$ cat config.mk
export PLATFORM = sky130hd
export DESIGN_NAME = alu_arbiter
export DESIGN_NICKNAME = d
export VERILOG_FILES = /design/src/rtl/cpu_types_pkg.sv /design/src/rtl/alu_if.sv /design/src/rtl/alu.sv /design/src/rtl/alu_arbiter.sv
export SDC_FILE = /design/constraint.sdc
export NUM_CORES = 1
export LEC_CHECK = 0
export BUFFER_PORTS_ARGS = -buffer_cell sky130_fd_sc_hd__clkbuf_2
export CELL_PAD_IN_SITES_DETAIL_PLACEMENT = 1
export CELL_PAD_IN_SITES_GLOBAL_PLACEMENT = 2
export CORE_MARGIN = 1.5
export CORE_UTILIZATION = 36
export CTS_CLUSTER_SIZE = 25
export DETAILED_ROUTE_END_ITERATION = 10
export MAX_ROUTING_LAYER = met4
export PLACE_DENSITY_LB_ADDON = 0.2
export SLEW_MARGIN = 40
export SYNTH_ARGS = -nofsm -noshare
export SYNTH_HDL_FRONTEND = slang
export SYNTH_SLANG_ARGS = --single-unit
$ cat constraint.sdc
create_clock -name CLK -period 12.5 [get_ports CLK]
set_input_delay 0.625 -clock CLK [delete_from_list [all_inputs] [get_ports CLK]]
set_output_delay 0.625 -clock CLK [all_outputs]
set_load 0.005 [all_outputs]
$ cat src/rtl/cpu_types_pkg.sv
// cpu_types_pkg: shared CPU types (ALU opcodes, data word, arbiter buffer state)
package cpu_types_pkg;
  localparam int WORD_W = 32;
  typedef logic [WORD_W-1:0] word_t;
  typedef enum logic [3:0] {
    ALU_ADD  = 4'h0,
    ALU_SUB  = 4'h1,
    ALU_AND  = 4'h2,
    ALU_OR   = 4'h3,
    ALU_XOR  = 4'h4,
    ALU_SLL  = 4'h5,
    ALU_SRL  = 4'h6,
    ALU_SRA  = 4'h7,
    ALU_SLT  = 4'h8,
    ALU_SLTU = 4'h9
  } aluop_t;
  typedef enum logic {ARB_EMPTY, ARB_FULL} arb_state_t;
endpackage

$ cat src/rtl/alu_if.sv
// alu_if: connection bundle between an ALU user (master) and the combinational ALU (slave)
//   op/a/b           : operation and operands, driven by the master
//   out/zero/neg/ovf : result and flags, driven by the ALU
interface alu_if;
  import cpu_types_pkg::*;
  aluop_t op;
  word_t  a;
  word_t  b;
  word_t  out;
  logic   zero;
  logic   neg;
  logic   overflow;
  modport master (output op, a, b, input out, zero, neg, overflow);
  modport slave  (input op, a, b, output out, zero, neg, overflow);
endinterface

$ cat src/rtl/alu.sv
// alu: 32-bit combinational ALU
//   bus (alu_if.slave): op/a/b in; out, zero, neg, overflow out
//   shifts use b[4:0]; ADD/SUB overflow is signed; undefined ops give out=0
module alu
  import cpu_types_pkg::*;
(
  alu_if.slave bus
);
  word_t w_sum;
  word_t w_diff;
  assign w_sum  = bus.a + bus.b;
  assign w_diff = bus.a - bus.b;
  always_comb begin
    bus.out      = '0;
    bus.overflow = 1'b0;
    case (bus.op)
      ALU_ADD: begin
        bus.out      = w_sum;
        bus.overflow = (bus.a[31] == bus.b[31]) && (w_sum[31] != bus.a[31]);
      end
      ALU_SUB: begin
        bus.out      = w_diff;
        bus.overflow = (bus.a[31] != bus.b[31]) && (w_diff[31] != bus.a[31]);
      end
      ALU_AND:  bus.out = bus.a & bus.b;
      ALU_OR:   bus.out = bus.a | bus.b;
      ALU_XOR:  bus.out = bus.a ^ bus.b;
      ALU_SLL:  bus.out = bus.a << bus.b[4:0];
      ALU_SRL:  bus.out = bus.a >> bus.b[4:0];
      ALU_SRA:  bus.out = word_t'($signed(bus.a) >>> bus.b[4:0]);
      ALU_SLT:  bus.out = {31'b0, $signed(bus.a) < $signed(bus.b)};
      ALU_SLTU: bus.out = {31'b0, bus.a < bus.b};
      default:  bus.out = '0;
    endcase
  end
  assign bus.zero = (bus.out == '0);
  assign bus.neg  = bus.out[31];
endmodule

$ cat src/rtl/alu_arbiter.sv
// alu_arbiter: round-robin sharing of one ALU between NREQ requesters with a one-entry response buffer
//   CLK, nRST            : clock (rising edge), async active-low reset
//   req_valid/req_ready  : per-requester request handshake; req_ready one-hot or zero
//   req_op/req_a/req_b   : per-requester ALU operation and operands
//   rsp_valid/rsp_ready  : response handshake, rsp_valid one-hot to the owner rsp_id
//   rsp_out/zero/neg/overflow, rsp_id : buffered result, flags and owner
//   busy                 : response buffer full
module alu_arbiter
  import cpu_types_pkg::*;
#(
  parameter int NREQ = 2,
  parameter int IDW  = 2
) (
  input  logic            CLK,
  input  logic            nRST,
  input  logic [NREQ-1:0] req_valid,
  output logic [NREQ-1:0] req_ready,
  input  aluop_t          req_op [NREQ],
  input  word_t           req_a  [NREQ],
  input  word_t           req_b  [NREQ],
  output logic [NREQ-1:0] rsp_valid,
  input  logic [NREQ-1:0] rsp_ready,
  output word_t           rsp_out,
  output logic            rsp_zero,
  output logic            rsp_neg,
  output logic            rsp_overflow,
  output logic [IDW-1:0]  rsp_id,
  output logic            busy
);
  arb_state_t     r_state;
  arb_state_t     w_state_nxt;
  logic [IDW-1:0] r_rr_ptr;
  logic [IDW-1:0] r_id;
  word_t          r_out;
  logic           r_zero;
  logic           r_neg;
  logic           r_ovf;
  logic [IDW-1:0] w_idx;
  logic [IDW-1:0] w_sel;
  logic           w_found;
  logic           w_drain;
  logic           w_can_accept;
  logic           w_fire;
  logic [NREQ-1:0] w_rsp_valid;
  alu_if u_alu_if ();
  alu u_alu (.bus(u_alu_if));

  // Returns {found, index} of the valid requester closest to ptr going upward with wrap.
  function automatic logic [IDW:0] rr_pick(input logic [NREQ-1:0] valid, input logic [IDW-1:0] ptr);
    logic [IDW:0] pick;
    int best;
    int d;
    pick = '0;
    best = NREQ;
    for (int i = 0; i < NREQ; i++) begin
      d = (i + NREQ - int'(ptr)) % NREQ;
      if (valid[i] && d < best) begin
        best = d;
        pick = {1'b1, IDW'(i)};
      end
    end
    return pick;
  endfunction

  assign {w_found, w_idx} = rr_pick(req_valid, r_rr_ptr);
  assign w_drain      = |(w_rsp_valid & rsp_ready);
  assign w_can_accept = (r_state == ARB_EMPTY) || w_drain;
  assign w_fire       = w_found && w_can_accept && nRST;
  // Idle cycles still feed the ALU from the pointer requester; the result is simply not captured.
  assign w_sel        = w_found ? w_idx : r_rr_ptr;

  always_comb begin
    w_rsp_valid = '0;
    req_ready   = '0;
    for (int i = 0; i < NREQ; i++) begin
      w_rsp_valid[i] = (r_state == ARB_FULL) && (r_id == IDW'(i));
      req_ready[i]   = w_fire && (w_idx == IDW'(i));
    end
    w_state_nxt = r_state;
    w_state_nxt = w_fire ? ARB_FULL : (w_drain ? ARB_EMPTY : r_state);
  end

  always_comb begin
    u_alu_if.op = req_op[0];
    u_alu_if.a  = req_a[0];
    u_alu_if.b  = req_b[0];
    for (int i = 1; i < NREQ; i++) begin
      if (w_sel == IDW'(i)) begin
        u_alu_if.op = req_op[i];
        u_alu_if.a  = req_a[i];
        u_alu_if.b  = req_b[i];
      end
    end
  end

  always_ff @(posedge CLK or negedge nRST) begin
    if (!nRST) r_state <= ARB_EMPTY;
    else       r_state <= w_state_nxt;
  end

  // Data registers only load on a handshake, so a plain drain leaves the last result visible.
  always_ff @(posedge CLK or negedge nRST) begin
    if (!nRST) begin
      r_rr_ptr <= '0;
      r_id     <= '0;
      r_out    <= '0;
      r_zero   <= 1'b0;
      r_neg    <= 1'b0;
      r_ovf    <= 1'b0;
    end else if (w_fire) begin
      r_rr_ptr <= IDW'((int'(w_idx) + 1) % NREQ);
      r_id     <= w_idx;
      r_out    <= u_alu_if.out;
      r_zero   <= u_alu_if.zero;
      r_neg    <= u_alu_if.neg;
      r_ovf    <= u_alu_if.overflow;
    end
  end

  assign rsp_valid    = w_rsp_valid;
  assign rsp_out      = r_out;
  assign rsp_zero     = r_zero;
  assign rsp_neg      = r_neg;
  assign rsp_overflow = r_ovf;
  assign rsp_id       = r_id;
  assign busy         = (r_state == ARB_FULL);
endmodule

==> results.toml, run 1 <==
[timing]
setup_ws_final_ns = 5.34
hold_viol_final = 0
slew_viol_final = 0
finClkSkew_ns = 0.00242
setup_viol = 0
timing.final.crit_share = 0.573
totalNegativeSetupSlack_ns = 0
period_minus_slack_ns = 7.16
final.hold.worst_slack_ns = 0.339
max_slew_margin = 0.349
max_slew.worst_pin.slew_ns = 0.949
timing_limited_maximum_frequency_mhz = 140
grt_setup_unrepaired = "no"

[grt]
grt_remaining_overflow = 0
grt_util_all_layers = 0.414
antenna_found_initial = 2
first_global_vias = 14365
grt_start_max_net_pins = 74
grt_first_pass_wirelength_mm = 99.3

[cts]
cts_inserted_buffers = 5
ctsHtreeMaxLevel = 2
post_cts_resized = 0
root_buffer = "clkbuf_16"
post_cts_clock_slew_at_the_launch_and_capture_registers_of_the_worst_setup_and_hold_paths_ns = 0.06
worstSkewPairLatency_ns = 0.29
post_cts.repair.setup_buffers = 0
cts_buffer_depth = 2
count_of_hold_fix_buffers_inserted_at_cts = 0
clock_sink_count = 37
cts_tree = "built"

[cells_and_area]
nets = 2009
final_design_area_no_fill_mm2 = 0.0130
post_route_cells_drive_above_1_share = 0.198
syn_to_final_growth_pct = 12.0
num-fill-cells = 4095
area_of_the_multi_input_gates_mm2 = 0.00984
regArea_um2 = 926

[routing]
detail-route-antenna-nets = 0
route.detailed.vias_per_inst = 6.76
drt-initial-drc-count = 1829
route.vias.total = 14659
route.detailed.wl_per_inst_um = 31.4
drt_first_pass_iters = 5
top_layer_in_use = "met4"
route.detailed.drc = 0
total_routed_length_mm = 68.1
met2_length_mm = 28.5
met1_length_mm = 30.5
routed-wl-met3_mm = 6.55

[critical_path]
cp-start-kind = "flip-flop"
rr_worst_depth = 23
critPathArrivalTime_ns = 7.33
critical-path-top-cell-by-count = "buf_4"
cp_max_fo = 43
cp_slowest_cell = "a211oi_1"
critPathRequiredTime_ns = 12.67
worstPathCellList = "nand2b_2 -> a21oi_4 -> buf_4 -> buf_4 -> mux2i_4 -> buf_4 -> clkinv_1 -> buf_4 -> ha_1 -> inv_1 -> a21oi_1 -> o211ai_1 -> a21o_1 -> o31ai_1 -> a211oi_1 -> o21ai_0 -> a31o_2 -> a21oi_1 -> o21ai_0 -> a211o_1 -> o211ai_1 -> o2111ai_1 -> mux2_2"
crit_path_end_kind = "flip-flop"
worst_r2r_startpoint = "r_rr_ptr[0]"
worstSetupStartpoint = "r_rr_ptr[0]"
timing.setup.critical_path_class = "reg2reg"
critical_path.max_stage_delay_ns = 0.72

[placement]
placedInstanceArea_mm2 = 0.0128
place.gp.congestion = 1.11
place_ws_ns = 5.02
hpwl_mm = 54.6
io_buffer_count = 182

[synth]
synth_register_bits = 37
synth.distinct_cells = 94
syn-mean-instance-area_um2 = 7.00
post-synth-top-count-cell = "nand2_1"
share_of_async_settable_or_async_resettable_flops_after_synthesis = 1.00
synth_edf_count = 0
ys.flop_type = "dfrtp_1"
yosysTopAreaCellShare = 0.107
synth_largest_area_cell = "ha_1"
synthTopCellsByArea = "ha_1 11%, mux2i_1 9.8%, mux2_2 8.1%"
synth_cells = 1657
synth_nets = 1900
yosysSeqAreaShare = 0.0798
synth.cell_area_mm2 = 0.0116
yosys_warnings = 0
ys_top_cells_by_count = "199 x nand2_1, 145 x nor2_1, 134 x a21oi_1"

[die]
die_height_um = 182
number_of_primary_i_o_pins = 184
initial_core_util = 0.367
area_of_the_core_mm2 = 0.0316
die_area_mm2 = 0.0333
rows = 65
die_w_um = 182

[run_status]
status = "finished clean"

[flow_run]
maxCapViolCount = 0

[pwr]
lkg_pwr_uw = 0.00575
power.density_mw_per_mm2 = 180
worst_ir_drop_vdd_mv = 0.0703

[worst_hold_path]
hold_path_class = "in2async"
critical path, delay by kind of cell, from the launching register on:
family	cells	cell delay, ns
compound gates	13	3.40
flops	1	0.42
fa+ha+maj	1	0.25
simple gates	1	0.22
mux	2	0.68
buf+inv	6	1.95
layout by cell type (no fill, tap or decap), types with 17 or more instances in the layout:
cell type and count:
mux2i_1 112, a21oi_1 134, a31oi_1 22, nand2_1 199, nand3_1 43, o21ai_0 91
ha_1 99, o211ai_1 42, inv_1 91, xnor2_1 20, nand4_1 17, clkbuf_2 181
nor3_1 40, a221oi_1 21, nor2_1 145, a211oi_1 32, dfrtp_1 37, buf_4 35
o22ai_1 28, mux2_2 83, a22oi_1 21
sequential cells by signal (all words and copies together) (netlist names):
signal        count
r_rr_ptr          1
rsp_id            1
rsp_out          32
busy              1
rsp_overflow      1
rsp_zero          1
path summary, 6_finish.rpt:
path	slack, ns	end
max in group asynchronous	11.78	rsp_out[24]
setup reg to reg	5.34	rsp_out[31]
min in group CLK	0.48	rsp_out[14]
hold reg to reg	0.48	rsp_out[14]
hold / removal	0.34	rsp_out[8]
setup / recovery	5.34	rsp_out[31]
logic make-up (layout without fill, tap and decap cells):
family,Yosys count,after routing,synth area share
buffers and inverters,215,325,0.0780
DFF,37,37,0.0798
xor gates and xnor gates,22,22,0.0166
muxes,203,203,0.187
adders and majority gates,101,101,0.110
other,1,2,0.000323
AOI/OAI and AO/OA,563,563,0.329
and+or+nand+nor,515,515,0.200
routing by layer:
metal,global-route usage,vias to the layer above
met5,-,-
met4,0.131,0
met3,0.0992,114
met2,0.599,816
met1,0.564,7302
li1,-,6427
area by class of cell:
cell class,count,area share
clock inverters,1,0.000385
inverters,99,0.0290
well taps,402,0.0387
flip-flops and latches,37,0.0713
diodes,1,0.000193
clock buffers,7,0.0118
multi-input cells,1405,0.758
repair buffers,218,0.0909
report_power, final:
part	total [uW]	internal, uW	switching, uW
Clock	135	84.5	50.5
Combinational	2000	627	1370
Sequential	203	171	31.6
Total	2340	883	1450
through the flow:
stage                     power (uW)  cells   util
after floorplan                 1400   1657      -
after global placement          2100   2160  0.404
after detailed placement        2120   2160  0.405
after CTS                       2260   2168  0.410
after global routing            2450   2170  0.411
final                           2340   2170  0.411
No activity file was read; power rests on OpenSTA's default activity.
==> run 2: changes to the inputs <==
--- a/config.mk
+++ b/config.mk
@@ -9,7 +9,7 @@
 export CELL_PAD_IN_SITES_DETAIL_PLACEMENT = 1
 export CELL_PAD_IN_SITES_GLOBAL_PLACEMENT = 2
 export CORE_MARGIN = 1.5
-export CORE_UTILIZATION = 36
+export CORE_UTILIZATION = 30
 export CTS_CLUSTER_SIZE = 25
 export DETAILED_ROUTE_END_ITERATION = 10
 export MAX_ROUTING_LAYER = met4
==> constraint.sdc (replaced) <==
create_clock -name CLK -period 6.32 [get_ports CLK]
set_input_delay 0.316 -clock CLK [delete_from_list [all_inputs] [get_ports CLK]]
set_output_delay 0.316 -clock CLK [all_outputs]
set_load 0.005 [all_outputs]
==> run 2 against run 1 <==
Against the previous run: global-route usage decreased by 2.1 points; core utilization decreased by 4.3 points; non-clock buffer count increased by 96; combinational power increased by 120%.
==> results.toml, run 2 (synthesis gave the netlist of run 1 again) <==
[run_status]
status = "finished clean"

[cells_and_area]
largest_reg_flops = 32
final_common_cell = "nand2_1"
post_route_cells_drive_above_1_share = 0.241
insertedDiodeCount = 0
final_design_area_no_fill_mm2 = 0.0139
layout_common_cells = "199 x nand2_1, 182 x clkbuf_2, 145 x nor2_1"
nets = 2105
syn_to_final_growth_pct = 20.0

[critical_path]
cp_max_fo = 18
rr_worst_depth = 22
cp-start-kind = "flip-flop"
crit_path_end_kind = "flip-flop"
critPathRequiredTime_ns = 6.50
critPathArrivalTime_ns = 6.26
timing.setup.critical_path_class = "reg2reg"

[grt]
grt_start_max_net_pins = 68
grt_util_all_layers = 0.393
antenna_found_initial = 1
first_global_vias = 15006
grt_first_pass_wirelength_mm = 109
grt_remaining_overflow = 0

[pwr]
pwr-share-seq = 0.081
p_int_uw = 1950
worst_ir_drop_vdd_mv = 0.123
power.share.clock = 0.051
lkg_pwr_uw = 0.00622
power.share.switching = 0.611
power.switching_uw = 3050
power.density_mw_per_mm2 = 359
power.combinational.fraction = 0.868
power_uw = 5000

[routing]
detail-route-antenna-nets = 0
route.detailed.drc = 0
total_routed_length_mm = 77.2
route.detailed.vias_per_inst = 6.43
route.vias.total = 15262
route.detailed.wl_per_inst_um = 32.5
drt_first_pass_iters = 6
drt-initial-drc-count = 1639

[timing]
timing.final.crit_share = 0.962
slew_viol_final = 0
grt_setup_unrepaired = "no"
totalNegativeSetupSlack_ns = 0
period_minus_slack_ns = 6.08
max_slew.worst_pin.slew_ns = 0.931
timing_limited_maximum_frequency_mhz = 165
max_slew_margin = 0.375
setup_viol = 0
final.hold.worst_slack_ns = 0.0910
finClkSkew_ns = 0.00514
hold_viol_final = 0

[cts]
root_buffer = "clkbuf_16"
post_cts_clock_slew_at_the_launch_and_capture_registers_of_the_worst_setup_and_hold_paths_ns = 0.06
cts_buffer_depth = 2
cts_inserted_buffers = 5
worstSkewPairLatency_ns = 0.29
ctsHtreeMaxLevel = 2
cts_tree = "built"
clock_sink_count = 37

[placement]
io_buffer_count = 182
hpwl_mm = 63.1
place.gp.congestion = 1.06
placedInstanceArea_mm2 = 0.0137

[die]
die_area_mm2 = 0.0399
area_of_the_core_mm2 = 0.0378
number_of_primary_i_o_pins = 184
die_height_um = 200
die_w_um = 200
rows = 71
initial_core_util = 0.306

[worst_hold_path]
hold_path_class = "in2async"

[flow_run]
maxCapViolCount = 0
[run 2: layout make-up]
cell class	instances	area (um2)
timing repair buffer	314	1980
fill	4826	23900
clock buffer	7	143
tap	511	639
multi-input combinational	1405	9860
sequential	37	926
inverter	99	374
[run 2: stage by stage]
step                std cells  utilization  setup slack, ns
global placement         2362        0.362           0.0767
CTS                      2369        0.366          0.00300
detailed placement       2362        0.363           0.0389
finish                   2373        0.368            0.242
global route             2373        0.368         0.000146
floorplan                1657            -            0.606
[run 2: routing by layer]
layer  part of all wire  global-route usage  vias up
met4              0.037               0.119        0
li1                   -                   -     6627
met5                  0                   -        -
met3              0.096              0.0869      152
met2               0.42               0.567      842
met1               0.45               0.542     7641
[run 2: power groups by stage]
stage | sequential, uW | clock [uW] | combinational (uW)
3_5_place_dp | 406 | 0 | 4160
4_1_cts | 404 | 264 | 4180
5_1_grt | 417 | 274 | 4540
3_3_place_gp | 402 | 0 | 4160
2_1_floorplan | 404 | 0 | 2370
6_report | 403 | 257 | 4340
[run 2: path summary, 6_finish.rpt]
path                                   start          end  slack [ns]
worst max-delay path             r_rr_ptr[0]     rsp_zero        0.24
worst min-delay path                    nRST   rsp_out[4]        0.09
worst min register to register   rsp_out[13]  rsp_out[13]        0.48
worst max register to register   r_rr_ptr[0]     rsp_zero        0.24
max in group asynchronous               nRST  rsp_out[14]        5.86
min in group CLK                rsp_ready[0]         busy        0.37
[run 2: worst max-delay path: stages, from the launching register on]
cell and delay [ns]:
dfrtp_1 0.41, nand2b_2 0.22, a21oi_4 0.16, buf_12 0.16, buf_12 0.13, buf_12 0.16, mux2_2 0.45, ha_1 0.43
inv_1 0.24, a21oi_1 0.19, o31ai_1 0.53, a21oi_1 0.29, o31ai_1 0.26, nor2_1 0.09, buf_4 0.19, o31a_1 0.26
mux2i_1 0.32, o211ai_1 0.27, nor4_1 0.32, nand4_1 0.23, nor4b_2 0.30, nand3_1 0.14, o41ai_2 0.20
[run 2: repair_timing]
| action | CTS | global route |
|---|---|---|
| resized for setup | 0 | 0 |
| hold buffers | 0 | 0 |
| setup endpoints to repair | 0 | 2 |
| buffers inserted | 0 | 4 |
